[config.mk]
export PLATFORM = sky130hd
export DESIGN_NAME = stream_demux_1xn
export DESIGN_NICKNAME = d
export VERILOG_FILES = /design/src/rtl/stream_demux_pkg.sv /design/src/rtl/stream_demux_slot.sv /design/src/rtl/stream_demux_1xn.sv
export SDC_FILE = /design/constraint.sdc
export NUM_CORES = 1
export LEC_CHECK = 0
export ABC_AREA = 1
export BUFFER_PORTS_ARGS = -buffer_cell sky130_fd_sc_hd__buf_4
export CAP_MARGIN = 10
export CORE_ASPECT_RATIO = 0.7
export CORE_MARGIN = 2
export CORE_UTILIZATION = 54
export DETAILED_ROUTE_END_ITERATION = 8
export MAX_ROUTING_LAYER = met4
export PLACE_DENSITY_LB_ADDON = 0.25
export SLEW_MARGIN = 20
export SYNTH_ARGS = -nofsm -noshare
export SYNTH_HDL_FRONTEND = slang
export SYNTH_SLANG_ARGS = --single-unit
[constraint.sdc]
create_clock -name clk -period 2.3 [get_ports clk]
set_clock_uncertainty 0.1 [all_clocks]
set_input_delay 0.115 -clock clk [delete_from_list [all_inputs] [get_ports clk]]
set_output_delay 0.115 -clock clk [all_outputs]
set_load 0.01 [all_outputs]
[src/rtl/stream_demux_pkg.sv]
// Shared definitions for the registered 1-to-N stream demultiplexer.
// The FSM states are only used when STREAM_DEMUX_PKT_LOCK_EN is defined.
package stream_demux_pkg;

  // Packet-routing states:
  // IDLE   - waiting for the first beat of a packet.
  // LOCKED - routing every beat to the latched channel.
  // DROP   - discarding the rest of a packet whose first beat had a bad select.
  typedef enum logic [1:0] {
    IDLE   = 2'd0,
    LOCKED = 2'd1,
    DROP   = 2'd2
  } demux_state_t;

  // Low bit position of channel `ch` inside the flattened output data bus.
  function automatic int ch_offset(input int ch, input int data_w);
    return ch * data_w;
  endfunction

endpackage

[src/rtl/stream_demux_slot.sv]
// Single-channel output holding register for stream_demux_1xn.
// Holds one beat. A load takes priority over a drain, so a simultaneous
// drain and load keeps the slot full with the new beat.
module stream_demux_slot #(
  parameter int DATA_W = 8
) (
  input  logic              clk,
  input  logic              rst_n,
  input  logic              load,
  input  logic [DATA_W-1:0] load_data,
  input  logic              out_ready,
  output logic              space,
  output logic [DATA_W-1:0] out_data,
  output logic              out_valid
);

  logic [DATA_W-1:0] data_p1;
  logic              vld_p1;
  logic              drain;

  // The slot drains when its consumer takes the held beat.
  assign drain = vld_p1 & out_ready;

  // The slot can take a new beat when empty or when it is draining this cycle.
  assign space = ~vld_p1 | out_ready;

  // ---- stage p1: output holding register ----
  // Load replaces the held beat; otherwise a drain empties the slot.
  // While full and stalled, data and valid are held unchanged.
  always_ff @(posedge clk or negedge rst_n) begin
    if (!rst_n) begin
      vld_p1  <= 1'b0;
      data_p1 <= '0;
    end else if (load) begin
      vld_p1  <= 1'b1;
      data_p1 <= load_data;
    end else if (drain) begin
      vld_p1  <= 1'b0;
    end
  end

  assign out_data  = data_p1;
  assign out_valid = vld_p1;

endmodule

[src/rtl/stream_demux_1xn.sv]
// Registered 1-to-N stream demultiplexer with a valid/ready handshake on
// every port and one holding register per output channel.
// Optional packet-lock mode: define STREAM_DEMUX_PKT_LOCK_EN to route whole
// packets (delimited by s_last) to the channel selected by the first beat.
// Without the macro every beat is routed by its own s_sel and s_last is unused.
module stream_demux_1xn
  import stream_demux_pkg::*;
#(
  parameter int DATA_W = 8,
  parameter int N_CH   = 4,
  parameter int SEL_W  = $clog2(N_CH)
) (
  input  logic                     clk,
  input  logic                     rst_n,
  input  logic [DATA_W-1:0]        s_data,
  input  logic [SEL_W-1:0]         s_sel,
  input  logic                     s_valid,
  input  logic                     s_last,
  output logic                     s_ready,
  output logic [N_CH*DATA_W-1:0]   m_data,
  output logic [N_CH-1:0]          m_valid,
  input  logic [N_CH-1:0]          m_ready,
  output logic                     sel_err
);

  logic [SEL_W-1:0] route_sel;
  logic             route_hit;
  logic             sel_space;
  logic             drop_pkt;
  logic             accept;
  logic             sel_err_d;
  logic [N_CH-1:0]  slot_space;
  logic [N_CH-1:0]  slot_load;

`ifdef STREAM_DEMUX_PKT_LOCK_EN
  demux_state_t     state_q;
  demux_state_t     state_d;
  logic [SEL_W-1:0] lock_sel;
  logic [SEL_W-1:0] lock_sel_d;

  // Inside a locked packet the latched channel overrides the beat's own select.
  always_comb begin
    route_sel = (state_q == LOCKED) ? lock_sel : s_sel;
    drop_pkt  = (state_q == DROP);
  end

  // Packet FSM: lock on the first beat, release on the beat carrying s_last.
  always_comb begin
    state_d    = state_q;
    lock_sel_d = lock_sel;
    case (state_q)
      IDLE: begin
        if (accept && !s_last) begin
          if (route_hit) begin
            state_d    = LOCKED;
            lock_sel_d = s_sel;
          end else begin
            state_d = DROP;
          end
        end
      end
      LOCKED: begin
        if (accept && s_last) state_d = IDLE;
      end
      DROP: begin
        if (accept && s_last) state_d = IDLE;
      end
      default: state_d = IDLE;
    endcase
  end

  // Packet FSM state and latched channel.
  always_ff @(posedge clk or negedge rst_n) begin
    if (!rst_n) begin
      state_q  <= IDLE;
      lock_sel <= '0;
    end else begin
      state_q  <= state_d;
      lock_sel <= lock_sel_d;
    end
  end
`else
  logic unused_last;

  assign unused_last = s_last;

  // Every beat is routed by its own select; nothing is ever packet-dropped.
  always_comb begin
    route_sel = s_sel;
    drop_pkt  = 1'b0;
  end
`endif

  // Decode the routed channel: range check and free space of the target slot.
  // An out-of-range select leaves sel_space at 1 so the beat is swallowed.
  always_comb begin
    route_hit = 1'b0;
    sel_space = 1'b1;
    for (int k = 0; k < N_CH; k++) begin
      if (route_sel == SEL_W'(k)) begin
        route_hit = 1'b1;
        sel_space = slot_space[k];
      end
    end
  end

  // s_ready depends only on the select path and the slot state, never on s_valid.
  assign s_ready   = drop_pkt | sel_space;
  assign accept    = s_valid & s_ready;
  assign sel_err_d = accept & ~drop_pkt & ~route_hit;

  // Error pulse for a dropped beat, visible the cycle after its accept.
  always_ff @(posedge clk or negedge rst_n) begin
    if (!rst_n) begin
      sel_err <= 1'b0;
    end else begin
      sel_err <= sel_err_d;
    end
  end

  // One holding register per channel; each drains independently.
  for (genvar k = 0; k < N_CH; k++) begin : g_slot
    assign slot_load[k] = accept & ~drop_pkt & (route_sel == SEL_W'(k));

    stream_demux_slot #(
      .DATA_W(DATA_W)
    ) u_slot (
      .clk       (clk),
      .rst_n     (rst_n),
      .load      (slot_load[k]),
      .load_data (s_data),
      .out_ready (m_ready[k]),
      .space     (slot_space[k]),
      .out_data  (m_data[ch_offset(k, DATA_W) +: DATA_W]),
      .out_valid (m_valid[k])
    );
  end

endmodule

[Word-level counts from Yosys, hierarchy flattened]
Cells that the tools add are included.
Cells by class
  bitwise logic cells: 19
  reductions and logical operators: 5
  eq/ne operators: 3
  multiplexer cells: 16
Operator list (count)
  $mux 1: 16
  $and 1x1->1: 10
  $reduce_bool 2->1: 4
  $not 1->1: 5
  $eq 2x2->1 const B: 2
  $or 1x1->1: 4
  $eq 2x1->1 const B: 1
  $logic_not 2->1: 1
Word-level totals
  bits in registers: 37
  bits of input ports: 18
  word-level logic and storage cells: 52
  output and inout bits: 38

[Depth between registers and ports, before layout]
Gate-level depths: netlist of the first run.
  depth in word-level cells: 9
  gate-level depth with buffers: 8
  depth with buffers taken out: 8

[By module]
Synthesis of the first run repeated with hierarchy kept, for this count alone.
Unflattened totals
  cells, all modules: 174
  area total of the unflattened synthesis: 1497.7 um2
By module, submodules not included
  stream_demux_slot: instances 4, cells an instance 38, sequential area each 225.2 um2, area an instance 341.6 um2
  stream_demux_1xn: instances 1, cells an instance 22, sequential area each 25.0 um2, area an instance 131.4 um2

[Worst setup path before layout of the first run]
OpenSTA, ideal clock, no wires.
  kind: register -> register
  start point: reg g_slot[3].u_slot.vld_p1
  end point: reg g_slot[0].u_slot.data_p1[0]
  stages on the path, launching flop included: 7
  arrival time: 1015 ps
  slack: 1068 ps
  path through: dfrtp_1 -> nand2_2 -> nor2_4 -> inv_1 -> nand4_4 -> nand2_1 -> nand2_1
Between the ends
  longest elaborated chain between the ends: 5
RTL lines
  start: declaration: line stream_demux_slot.sv:18  | logic vld_p1;
  start signal: assignment: line stream_demux_slot.sv:32  | vld_p1 <= 1'b0;
  start signal: assignment: line stream_demux_slot.sv:35  | vld_p1 <= 1'b1;
  start signal: assignment: line stream_demux_slot.sv:38  | vld_p1 <= 1'b0;
  $not 1->1: line stream_demux_slot.sv:25  | assign space = ~vld_p1 | out_ready;
  $or 1x1->1: line stream_demux_slot.sv:25
  $mux 1: line stream_demux_1xn.sv:100  | if (route_sel == SEL_W'(k)) begin
  $and 1x1->1: line stream_demux_1xn.sv:109  | assign accept = s_valid & s_ready;
  $and 1x1->1: line stream_demux_1xn.sv:123  | assign slot_load[k] = accept & ~drop_pkt & (route_sel == SEL_W'(k));
  end signal: assignment: line stream_demux_slot.sv:36  | data_p1 <= load_data;
  end: declaration: line stream_demux_slot.sv:17  | logic [DATA_W-1:0] data_p1;
Every way passes these cells.
A chain may end at the register's enable or synchronous reset.

[Worst setup path in the final report of the first run]
  start point: in m_ready[1]
  end point: out s_ready
Between the ends
  longest elaborated chain between the ends: 4
RTL lines
  start: declaration: line stream_demux_1xn.sv:22  | input logic [N_CH-1:0] m_ready,
  $or 1x1->1: line stream_demux_slot.sv:25
  $mux 1 (3 in series): line stream_demux_1xn.sv:100
  end: declaration: line stream_demux_1xn.sv:19  | output logic s_ready,
Every way passes these cells.

==> results of run 1 <==
-- layout make-up --
type                       count  share of cell area [%]
sequential                    37                    41.6
multi-input combinational    121                    30.6
timing repair buffer          58                    20.0
clock buffer                   6                    3.71
tap                           38                    2.14
inverter                       9                    1.52
clock inverter                 1                   0.338
-- layer usage --
metal | global-route usage, % | wire length (um)
met4 | 6.92 | 61
met5 | - | 0
met1 | 34.9 | 1850
met2 | 38.0 | 2000
met3 | 5.72 | 248
-- synth_stat cells --
master    instances
inv_2             4
buf_2             2
nor2_1            3
clkinv_1          3
o21ai_1           3
clkbuf_4          1
conb_1            1
nand4_4           4
dfrtp_1          37
buf_6             3
nand2_2           5
nand2_1          66
nand3_2           1
nor2_8            1
buf_4             5
nor2_4            5
inv_1             2
nand4_1          32
-- logic make-up (layout without fill, tap and decap cells) --
kind of cell | Yosys count | count (layout) | share of synthesized area [%]
AO/OA/AOI/OAI | 3 | 3 | 0.868
buffers and inverters | 20 | 74 | 7.09
flip-flops | 37 | 37 | 53.5
other | 1 | 1 | 0.217
AND/OR/NAND/NOR | 117 | 117 | 38.3
-- worst reg2reg max path, stage by stage, from the launching register on --
cell and delay [ns]:
dfrtp_1 0.38, clkinv_1 0.06, nor2_1 0.06, nand2_2 0.08, nand3_2 0.10, nor2_4 0.52, nand4_1 0.24, nand2_1 0.14
-- power by group --
group	total (uW)	switching [uW]	leakage, uW	internal (uW)
registers	834	66.7	0.000463	767
logic	475	251	0.000662	224
clock network	471	234	0.0000433	237
-- state kept, by name, summed over array words and instances (netlist names) --
register                 cells
sel_err                      1
g_slot.u_slot.out_valid      4
g_slot.u_slot.out_data      32
-- what timing repair did --
item	in CTS	in global routing
buffers inserted	0	0
endpoints found under the setup margin	0	0
hold endpoints to repair	40	0
hold buffers	4	0
-- final timing paths --
| kind | startpoint | endpoint | slack [ns] | depth (start not counted) |
|---|---|---|---|---|
| setup / recovery | m_ready[1] | s_ready | 0.35 | 7 |
| hold / removal | s_data[7] | g_slot[0].u_slot.out_data[7]$_DFFE_PN0P_ | 0.006 | 3 |
| setup reg to reg | g_slot[1].u_slot.out_valid$_DFFE_PN0P_ | g_slot[1].u_slot.out_data[6]$_DFFE_PN0P_ | 0.57 | 7 |
| hold reg to reg | g_slot[3].u_slot.out_data[5]$_DFFE_PN0P_ | g_slot[3].u_slot.out_data[5]$_DFFE_PN0P_ | 0.38 | 2 |
| max in group asynchronous | rst_n | g_slot[3].u_slot.out_data[3]$_DFFE_PN0P_ | 1.56 | 2 |
| min in group asynchronous | rst_n | g_slot[0].u_slot.out_data[6]$_DFFE_PN0P_ | 0.21 | 2 |
-- per-stage QoR --
step	cells	power (uW)	hold WS [ns]	area, sq um
final	270	1780	0.00578	2220
after global routing	270	1860	0.0162	2220
after CTS	270	1790	0.00820	2220
after detailed placement	259	1320	0.00114	2090
after global placement	259	1300	-0.0116	2090
after floorplan	178	1060	-0.281	1730
==> run summary, run 1 <==
Sequential fraction of the synthesis area: 53.5%
FP Rows: 17
Clock-pin slew on the worst setup and hold paths: 0.08 ns
CP Launch Type: input port
Worst min-delay path category: input port to flip-flop
First-pass detailed-route iteration total: 4
Port-buffer cells: 54
P_leak: 0.00117 uW
Worst path max stage delay: 0.52 ns
CP dominant cell by count: buf_4
Vias in the first global route: 1,368
Crit path buf inv count: 3
DIE HEIGHT: 51.3 um
Via density: 5.45
Footprint of the multi-input gates: 681 sq um
DP HPWL: 3010 um
Setup_tns: 0 ns
I/O pin cnt: 56
Period utilisation layout: 84.9%
Final setup vio count: 0
Fin crit period: 1.95 ns
Average size of a mapped cell: 9.71 sq um
Worst Max-Slew Pin Slew: 0.652 ns
Yosys warning count: 0
Distinct cells, synth: 18
Hold violation total from the final report: 0
Routed via count: 1,471
Maximum capacitance violations: 0
Max Freq: 512 MHz
Worst-path cell with the longest stage delay: dlygate4sd3_1
CP top delay family: buffers and inverters
CP Max Fanout: 33
Synth area leader: dfrtp_1
# fillers: 245
Initial Util: 55.7%
Critical Path RT: 2.09 ns
DP Worst Slack: 0.608 ns
Die W: 71.6 um
CTS resizes: 0
Global-route wire length before repair: 6770 um
Area Growth Syn to Fin: 28.6%
Layout cells sized above 1: 34.9%
CTS tree: done
Gr usage total: 25.3%
Skew-Pair Late Insertion Delay: 0.29 ns
Cells after synthesis: 178
H-tree depth: 2
Clock tree buffer depth: 2
DRT iter0 DRCs: 137
Top post-synthesis cells by area: dfrtp_1 54%, nand2_1 14%, nand4_1 12%
Nets: 250
RSZ-0062 raised after global routing: no
Initial antenna violation count: 0
Outcome: finished, final reports clean
TritonCTS sink count: 37
Syn nets: 196
Worst path cell trace: dlygate4sd3_1 > buf_4 > nor2_1 > nand2_2 > nand3_2 > nor2_4 > buf_4
Grt total ovfl: 0
Worst Setup Path Type: input port to output pin
Number of remaining DRC errors: 0
Cts bufs inserted: 5
Slew HR: 56.4%
Most common cell after layout, fill and taps aside: nand2_1
Core outline area: 3110 sq um
Max rail drop VDD: 499 uV
CP arrival: 1.74 ns
Synth Cell Area: 1730 sq um
Aggregate routed wire length: 4160 um
Drt wl/cell: 15.4 um
Post-synthesis register bit count: 37
Synth top area share: 53.5%
Routability congestion estimate: 0.801
Final worst slack: 0.348 ns
Antenna-violating nets left: 0
Cell Pwr Density: 800 nW/um^2
Root buffer cell: clkbuf_8
Slew Limit Fails: 0
Most frequent cells in the layout: 66 x nand2_1, 54 x buf_4, 37 x dfrtp_1
Die area: 3680 sq um
Critical Path End Type: output pin
Antenna diodes: 0
Sequential cell area: 926 sq um
Largest net degree at the start of global routing: 38
Final core utilization: 71.6%
Power figures use the tool's default switching activity.
==> inputs of run 2 (changes only) <==
--- a/config.mk
+++ b/config.mk
@@ -5,12 +5,12 @@
 export SDC_FILE = /design/constraint.sdc
 export NUM_CORES = 1
 export LEC_CHECK = 0
-export ABC_AREA = 1
+export ABC_AREA = 0
 export BUFFER_PORTS_ARGS = -buffer_cell sky130_fd_sc_hd__buf_4
 export CAP_MARGIN = 10
 export CORE_ASPECT_RATIO = 0.7
 export CORE_MARGIN = 2
-export CORE_UTILIZATION = 54
+export CORE_UTILIZATION = 43
 export DETAILED_ROUTE_END_ITERATION = 8
 export MAX_ROUTING_LAYER = met4
 export PLACE_DENSITY_LB_ADDON = 0.25
==> constraint.sdc (replaced) <==
create_clock -name clk -period 1.65 [get_ports clk]
set_clock_uncertainty 0.1 [all_clocks]
set_input_delay 0.0825 -clock clk [delete_from_list [all_inputs] [get_ports clk]]
set_output_delay 0.0825 -clock clk [all_outputs]
set_load 0.01 [all_outputs]
==> run 2 against run 1 <==
  * Clock-buffer cell count rose by 1
  * Wire length fell by 25%
  * Via count fell by 34%
  * Register-to-register slack got worse by 0.35 ns
  * Non-clock buffer count rose by 10
  * Core utilization fell by 6.2 points
  * Highest routed layer unchanged
==> run summary, run 2 <==
Gr usage total: 19.3% (was 25.3%)
Routed via count: 975 (was 1,471)
# fillers: 258 (was 245)
Sequential cell area: 926 sq um (unchanged)
Routability congestion estimate: 0.783 (was 0.801)
Dpl cells: 182 (was 259)
Root buffer cell: clkbuf_8 (unchanged)
Vias in the first global route: 1,033 (was 1,368)
Critical Path End Type: output pin (unchanged)
Syn nets: 111 (was 196)
Core outline area: 3190 sq um (was 3110 sq um)
Grt peak-use layer: met2 (unchanged)
Die W: 73.5 um (was 71.6 um)
Outcome: finished, final reports clean (unchanged)
R2R Path End: g_slot[1].u_slot.out_data[5]$_DFFE_PN0P_ (was g_slot[1].u_slot.out_data[6]$_DFFE_PN0P_)
Met2 usage: 29.8% (was 38.0%)
Reg2Reg Depth: 4 (was 7)
Footprint of the multi-input gates: 489 sq um (was 681 sq um)
GR Util met1: 23.0% (was 34.9%)
Antenna diodes: 0 (unchanged)
Antenna-violating nets left: 0 (unchanged)
Reg2Reg Launch Point: g_slot[1].u_slot.out_valid$_DFFE_PN0P_ (unchanged)
Maximum capacitance violations: 0 (unchanged)
Die area: 3870 sq um (was 3680 sq um)
Clock tree buffer depth: 2 (unchanged)
Global-route wire length before repair: 5060 um (was 6770 um)
Post-synth EDFFs: 0 (unchanged)
Reg2Reg Setup Slack: 0.22 ns (was 0.57 ns)
TritonCTS sink count: 37 (unchanged)
RSZ-0062 raised after global routing: no (unchanged)
Final setup vio count: 0 (unchanged)
Worst setup path end: s_ready (unchanged)
Aggregate routed wire length: 3140 um (was 4160 um)
Nets: 180 (was 250)
CP Max Fanout: 3 (was 33)
Synth top area share: 63.6% (was 53.5%)
List of most frequent post-synthesis cells: 37 x dfrtp_1, 32 x mux2_2, 5 x nand2_1 (was 66 x nand2_1, 37 x dfrtp_1, 32 x nand4_1)
DIE HEIGHT: 52.7 um (was 51.3 um)
Period utilisation layout: 96.3%
H-tree depth: 2 (unchanged)
Layout cells sized above 1: 60.5% (was 34.9%)
Synth area leader: dfrtp_1 (unchanged)
Initial antenna violation count: 0 (unchanged)
Count leader, synth: dfrtp_1 (was nand2_1)
Via density: 4.88 (was 5.45)
FP Rows: 17 (unchanged)
Hold violation total from the final report: 0 (unchanged)
DRT iter0 DRCs: 14 (was 137)
Async SR Flop Fraction: 100% (unchanged)
Largest net degree at the start of global routing: 38 (unchanged)
Layout Cells excl Fill: 200 (was 270)
Worst path cell trace: nand2b_1 > mux4_2 > buf_4 (was dlygate4sd3_1 > buf_4 > nor2_1 > nand2_2 > nand3_2 > nor2_4 > buf_4)
CP arrival: 1.41 ns (was 1.74 ns)
DP HPWL: 2190 um (was 3010 um)
CTS tree: done (unchanged)
Drt wl/cell: 15.7 um (was 15.4 um)
I/O pin cnt: 56 (unchanged)
Worst path max stage delay: 0.48 ns (was 0.52 ns)
Setup_tns: 0 ns (unchanged)
Cells after synthesis: 93 (was 178)
First-pass detailed-route iteration total: 4 (unchanged)
Most common cell after layout, fill and taps aside: buf_4 (was nand2_1)
Post-synthesis register bit count: 37 (unchanged)
CP top delay family: multiplexers (was buffers and inverters)
Worst min-delay path category: input port to flip-flop (unchanged)
Top FF cell, synth: dfrtp_1 (unchanged)
Yosys warning count: 0 (unchanged)
Setup crit start: g_slot[0].u_slot.out_valid$_DFFE_PN0P_ (was m_ready[1])
Max FFs per register: 32 (unchanged)
Cts bufs inserted: 5 (unchanged)
Average size of a mapped cell: 15.6 sq um (was 9.71 sq um)
Synth Cell Area: 1460 sq um (was 1730 sq um)
Critical Path RT: 1.47 ns (was 2.09 ns)
Slew Limit Fails: 0 (unchanged)
Crit. path cell count: 3 (was 7)
P_leak: 0.000990 uW (was 0.00117 uW)
CP Launch Type: flip-flop (was input port)
Setup bufs post-CTS: 0 (unchanged)
Max Freq: 629 MHz
Worst-path cell with the longest stage delay: mux4_2 (was dlygate4sd3_1)
Max rail drop VDD: 698 uV (was 499 uV)
Most frequent cells in the layout: 57 x buf_4, 37 x dfrtp_1, 32 x mux2_2 (was 66 x nand2_1, 54 x buf_4, 37 x dfrtp_1)
Sequential fraction of the synthesis area: 63.6% (was 53.5%)
Port-buffer cells: 54 (unchanged)
Distinct cells, synth: 14 (was 18)
Grt total ovfl: 0 (unchanged)
Met3 layer usage reported by global route: 7.88% (was 5.72%)
Crit path buf inv count: 1 (was 3)
Skew-Pair Late Insertion Delay: 0.29 ns (about the same)
Worst Setup Path Type: flip-flop to output pin (was input port to output pin)
Clock-pin slew on the worst setup and hold paths: 0.06 ns (was 0.08 ns)
Top post-synthesis cells by area: dfrtp_1 64%, mux2_2 25%, buf_4 2.1% (was dfrtp_1 54%, nand2_1 14%, nand4_1 12%)
Fin crit period: 1.59 ns
Number of remaining DRC errors: 0 (unchanged)
Initial Util: 45.6% (was 55.7%)
Area Growth Syn to Fin: 43.4% (was 28.6%)
Cell Pwr Density: 1180 nW/um^2 (was 800 nW/um^2)
run 2: worst min-delay path by stage:
stage	from	endpoint	slack, ns	depth (start not counted)
after floorplan	rst_n	g_slot[0].u_slot.out_data[0]$_DFFE_PN0P_	-0.31	0
after global placement	rst_n	sel_err$_DFF_PN0_	-0.04	1
after detailed placement	rst_n	g_slot[3].u_slot.out_data[4]$_DFFE_PN0P_	-0.03	1
after global routing	s_valid	g_slot[3].u_slot.out_valid$_DFFE_PN0P_	0.02	3
final	m_ready[3]	g_slot[3].u_slot.out_valid$_DFFE_PN0P_	0.02	3
after CTS	m_ready[3]	g_slot[3].u_slot.out_valid$_DFFE_PN0P_	0.003	3
run 2: kinds of logic after synthesis:
kind of cell           count (synthesis)  share of synthesized area, %
AO/OA/AOI/OAI                          1                         0.344
buffers and inverters                  6                          2.75
flip-flops                            37                          63.6
multiplexers                          33                          26.3
other                                  1                         0.258
AND/OR/NAND/NOR                       15                          6.71
run 2: tightest hold or removal path, stage by stage:
cell	delay, ns
buf_4	0.07
nand2b_1	0.14
nand2_1	0.07
run 2: stage by stage:
stage / hold slack, ns / power (uW) / util [%] / setup WS, ns / cell area [sq um]
after floorplan: -0.313 / 1460 / - / 0.279 / 1460
after global placement: -0.0418 / 1810 / 59.3 / 0.253 / 1890
after detailed placement: -0.0314 / 1840 / 59.3 / 0.219 / 1890
after CTS: 0.00272 / 2490 / 65.4 / 0.0547 / 2090
after global routing: 0.0199 / 2600 / 65.4 / 0.00257 / 2090
final: 0.0198 / 2460 / 65.4 / 0.0609 / 2090
run 2: what timing repair did:
action | in CTS | in global routing
hold endpoints to repair | 71 | 0
gates resized for setup | 0 | 0
hold buffers | 11 | 0
run 2: where the power goes:
group	total [uW]	leakage, uW	switching [uW]	internal, uW
clock network	623	0.0000443	292	331
registers	1170	0.000443	92.4	1080
logic	657	0.000503	262	395
run 2: area by class of cell:
type | instances | share of cell area (%)
flip-flops and latches | 37 | 44.4
repair buffers | 68 | 25.8
multi-input cells | 50 | 23.4
clock buffers | 7 | 4.14
well taps | 38 | 2.28
run 2: metal layers:
metal	vias up	part of all wire (%)
met3	7	5.9
met1	478	45
met4	0	1.3
met5	-	0
li1	454	-
met2	36	48
==> inputs of run 3 (changes only) <==
--- a/config.mk
+++ b/config.mk
@@ -10,11 +10,12 @@
 export CAP_MARGIN = 10
 export CORE_ASPECT_RATIO = 0.7
 export CORE_MARGIN = 2
-export CORE_UTILIZATION = 43
+export CORE_UTILIZATION = 40
 export DETAILED_ROUTE_END_ITERATION = 8
 export MAX_ROUTING_LAYER = met4
 export PLACE_DENSITY_LB_ADDON = 0.25
 export SLEW_MARGIN = 20
 export SYNTH_ARGS = -nofsm -noshare
 export SYNTH_HDL_FRONTEND = slang
+export SYNTH_HIERARCHICAL = 1
 export SYNTH_SLANG_ARGS = --single-unit
==> run 3 against run 2 <==
  * Clock power fell by 1%
  * Critical path depth did not move
  * Combinational power rose by 13%
  * Cell count rose by 4.0%
  * Non-clock buffer count fell by 2
  * Highest routed layer unchanged
  * Die area rose by 15%
  * Sequential power barely moved
  * Flip-flop and latch count did not move
==> run summary, run 3 <==
Gr usage total: 16.3% (was 19.3%)
Critical Path RT: 1.71 ns (was 1.47 ns)
Aggregate routed wire length: 3250 um (was 3140 um)
CP Launch Type: flip-flop (unchanged)
Worst Setup Path Type: flip-flop to flip-flop (was flip-flop to output pin)
Root buffer cell: clkbuf_8 (unchanged)
I/O pin cnt: 56 (unchanged)
First-pass detailed-route iteration total: 4 (unchanged)
Core outline area: 3850 sq um (was 3190 sq um)
CTS resizes: 0 (unchanged)
Number of remaining DRC errors: 0 (unchanged)
Async SR Flop Fraction: 100% (unchanged)
Top FF cell, synth: dfrtp_1 (unchanged)
Max Freq: 655 MHz (was 629 MHz)
Synth top area share: 58.9% (was 63.6%)
Critical Path End Type: flip-flop (was output pin)
Initial antenna violation count: 0 (unchanged)
CTS tree: done (unchanged)
Synth area leader: dfrtp_1 (unchanged)
P_leak: 0.00108 uW (was 0.000990 uW)
Layout cells sized above 1: 63.5% (was 60.5%)
Via density: 4.68 (was 4.88)
Final setup vio count: 0 (unchanged)
Skew-Pair Late Insertion Delay: 0.28 ns (was 0.29 ns)
# fillers: 314 (was 258)
FP Rows: 19 (was 17)
Yosys warning count: 6 (was 0)
Nets: 174 (was 180)
H-tree depth: 2 (unchanged)
Most frequent cells in the layout: 56 x buf_4, 37 x dfrtp_1, 32 x mux2_4 (was 57 x buf_4, 37 x dfrtp_1, 32 x mux2_2)
Drt wl/cell: 15.6 um (was 15.7 um)
Maximum capacitance violations: 0 (unchanged)
Most common cell after layout, fill and taps aside: buf_4 (unchanged)
Average size of a mapped cell: 18.1 sq um (was 15.6 sq um)
Cell Pwr Density: 1160 nW/um^2 (was 1180 nW/um^2)
Period utilisation layout: 92.5% (was 96.3%)
Antenna-violating nets left: 0 (unchanged)
RSZ-0062 raised after global routing: no (unchanged)
Antenna diodes: 0 (unchanged)
Post-synth EDFFs: 0 (unchanged)
Cts bufs inserted: 5 (unchanged)
Port-buffer cells: 54 (unchanged)
Routed via count: 973 (was 975)
Synth Cell Area: 1570 sq um (was 1460 sq um)
Global-route wire length before repair: 5250 um (was 5060 um)
Die area: 4460 sq um (was 3870 sq um)
List of most frequent post-synthesis cells: 37 x dfrtp_1, 32 x mux2_4, 8 x nand2b_1 (was 37 x dfrtp_1, 32 x mux2_2, 5 x nand2_1)
Die W: 78.9 um (was 73.5 um)
DRT iter0 DRCs: 31 (was 14)
CP arrival: 1.58 ns (was 1.41 ns)
Clock tree buffer depth: 2 (unchanged)
Post-synthesis register bit count: 37 (unchanged)
Routability congestion estimate: 0.697 (was 0.783)
DIE HEIGHT: 56.5 um (was 52.7 um)
Cells after synthesis: 87 (was 93)
Outcome: finished, final reports clean (unchanged)
Max FFs per register: 32 (unchanged)
Sequential fraction of the synthesis area: 58.9% (was 63.6%)
TritonCTS sink count: 37 (unchanged)
Max rail drop VDD: 624 uV (was 698 uV)
Top post-synthesis cells by area: dfrtp_1 59%, mux2_4 31%, nand2b_1 3.2% (was dfrtp_1 64%, mux2_2 25%, buf_4 2.1%)
Grt total ovfl: 0 (unchanged)
Vias in the first global route: 1,041 (was 1,033)
Initial Util: 40.8% (was 45.6%)
Setup bufs post-CTS: 0 (unchanged)
Slew Limit Fails: 0 (unchanged)
Fin crit period: 1.53 ns (was 1.59 ns)
Worst min-delay path category: input port to flip-flop (unchanged)
Count leader, synth: dfrtp_1 (unchanged)
Hold violation total from the final report: 0 (unchanged)
Area Growth Syn to Fin: 39.9% (was 43.4%)
Syn nets: 105 (was 111)
Largest net degree at the start of global routing: 38 (unchanged)
DP HPWL: 2240 um (was 2190 um)
Setup_tns: 0 ns (unchanged)
Distinct cells, synth: 9 (was 14)
Clock-pin slew on the worst setup and hold paths: 0.07 ns (was 0.06 ns)
Final core utilization: 57.1% (was 65.4%)
CP Max Fanout: 9 (was 3)
## run 3: cell count changes after synthesis, sizes merged, moves of 2 or more
cell	previous run	this run
and4b	0	2
nor2b	2	0
nand2	5	0
nand2b	4	8
buf	6	4
## run 3: routing by layer
layer	wire length (um)	up-vias	global-route usage, %
met2	1570	39	25.5
li1	-	439	-
met4	15	0	4.68
met5	0	-	-
met1	1460	493	20.7
met3	199	2	4.98
## run 3: stage by stage
step | cells | total power, uW | hold slack (ns) | setup WS [ns] | cell area, sq um
after floorplan | 87 | 1550 | -0.313 | 0.264 | 1570
after global placement | 191 | 1920 | -0.0414 | 0.140 | 2010
after detailed placement | 191 | 1930 | -0.0276 | 0.129 | 2010
after CTS | 208 | 2590 | 0.00654 | 0.116 | 2200
after global routing | 208 | 2680 | 0.0229 | 0.0639 | 2200
final | 208 | 2550 | 0.0169 | 0.124 | 2200
## run 3: worst max-delay path, cell delays in order (launching register included)
cell and delay, ns:
dfrtp_1 0.38, nand2b_1 0.12, and4b_2 0.47, mux2_4 0.33
## run 3: layout make-up
| cell class | count | area (sq um) | share of cell area (%) |
|---|---|---|---|
| timing repair buffer | 66 | 520 | 23.7 |
| tap | 52 | 65.1 | 2.96 |
| multi-input combinational | 46 | 602 | 27.4 |
| sequential | 37 | 926 | 42.1 |
| clock buffer | 7 | 86.3 | 3.92 |
## run 3: cell families (layout without fill, tap and decap cells)
kind of cell | Yosys count | after routing | synth area share (%)
buffers and inverters | 4 | 73 | 2.86
multiplexers | 33 | 33 | 32.0
other | 1 | 1 | 0.238
AND/OR/NAND/NOR | 12 | 12 | 6.05
flip-flops | 37 | 37 | 58.9
## run 3: repair_timing
| action | CTS | global route |
|---|---|---|
| endpoints found under the hold margin | 70 | 0 |
| setup endpoints to repair | 0 | 0 |
| hold buffers | 10 | 0 |
## run 3: worst paths after layout
| path | startpoint | to | slack [ns] | depth (start not counted) |
|---|---|---|---|---|
| worst max register to register | g_slot[1].u_slot/out_valid$_DFFE_PN0P_ | g_slot[1].u_slot/out_data[6]$_DFFE_PN0P_ | 0.12 | 3 |
| min in group asynchronous | rst_n | g_slot[1].u_slot/out_data[5]$_DFFE_PN0P_ | 0.20 | 2 |
| worst min-delay path | m_ready[2] | g_slot[2].u_slot/out_valid$_DFFE_PN0P_ | 0.02 | 3 |
| max in group asynchronous | rst_n | g_slot[1].u_slot/out_data[6]$_DFFE_PN0P_ | 0.91 | 2 |
| worst max-delay path | g_slot[1].u_slot/out_valid$_DFFE_PN0P_ | g_slot[1].u_slot/out_data[6]$_DFFE_PN0P_ | 0.12 | 3 |
| worst min register to register | g_slot[1].u_slot/out_data[5]$_DFFE_PN0P_ | g_slot[1].u_slot/out_data[5]$_DFFE_PN0P_ | 0.41 | 1 |
## run 3: where the power goes
part           leakage, uW  switching (uW)  internal, uW
Combinational     0.000591             259           482
Clock            0.0000443             284           331
Sequential        0.000444             109          1080
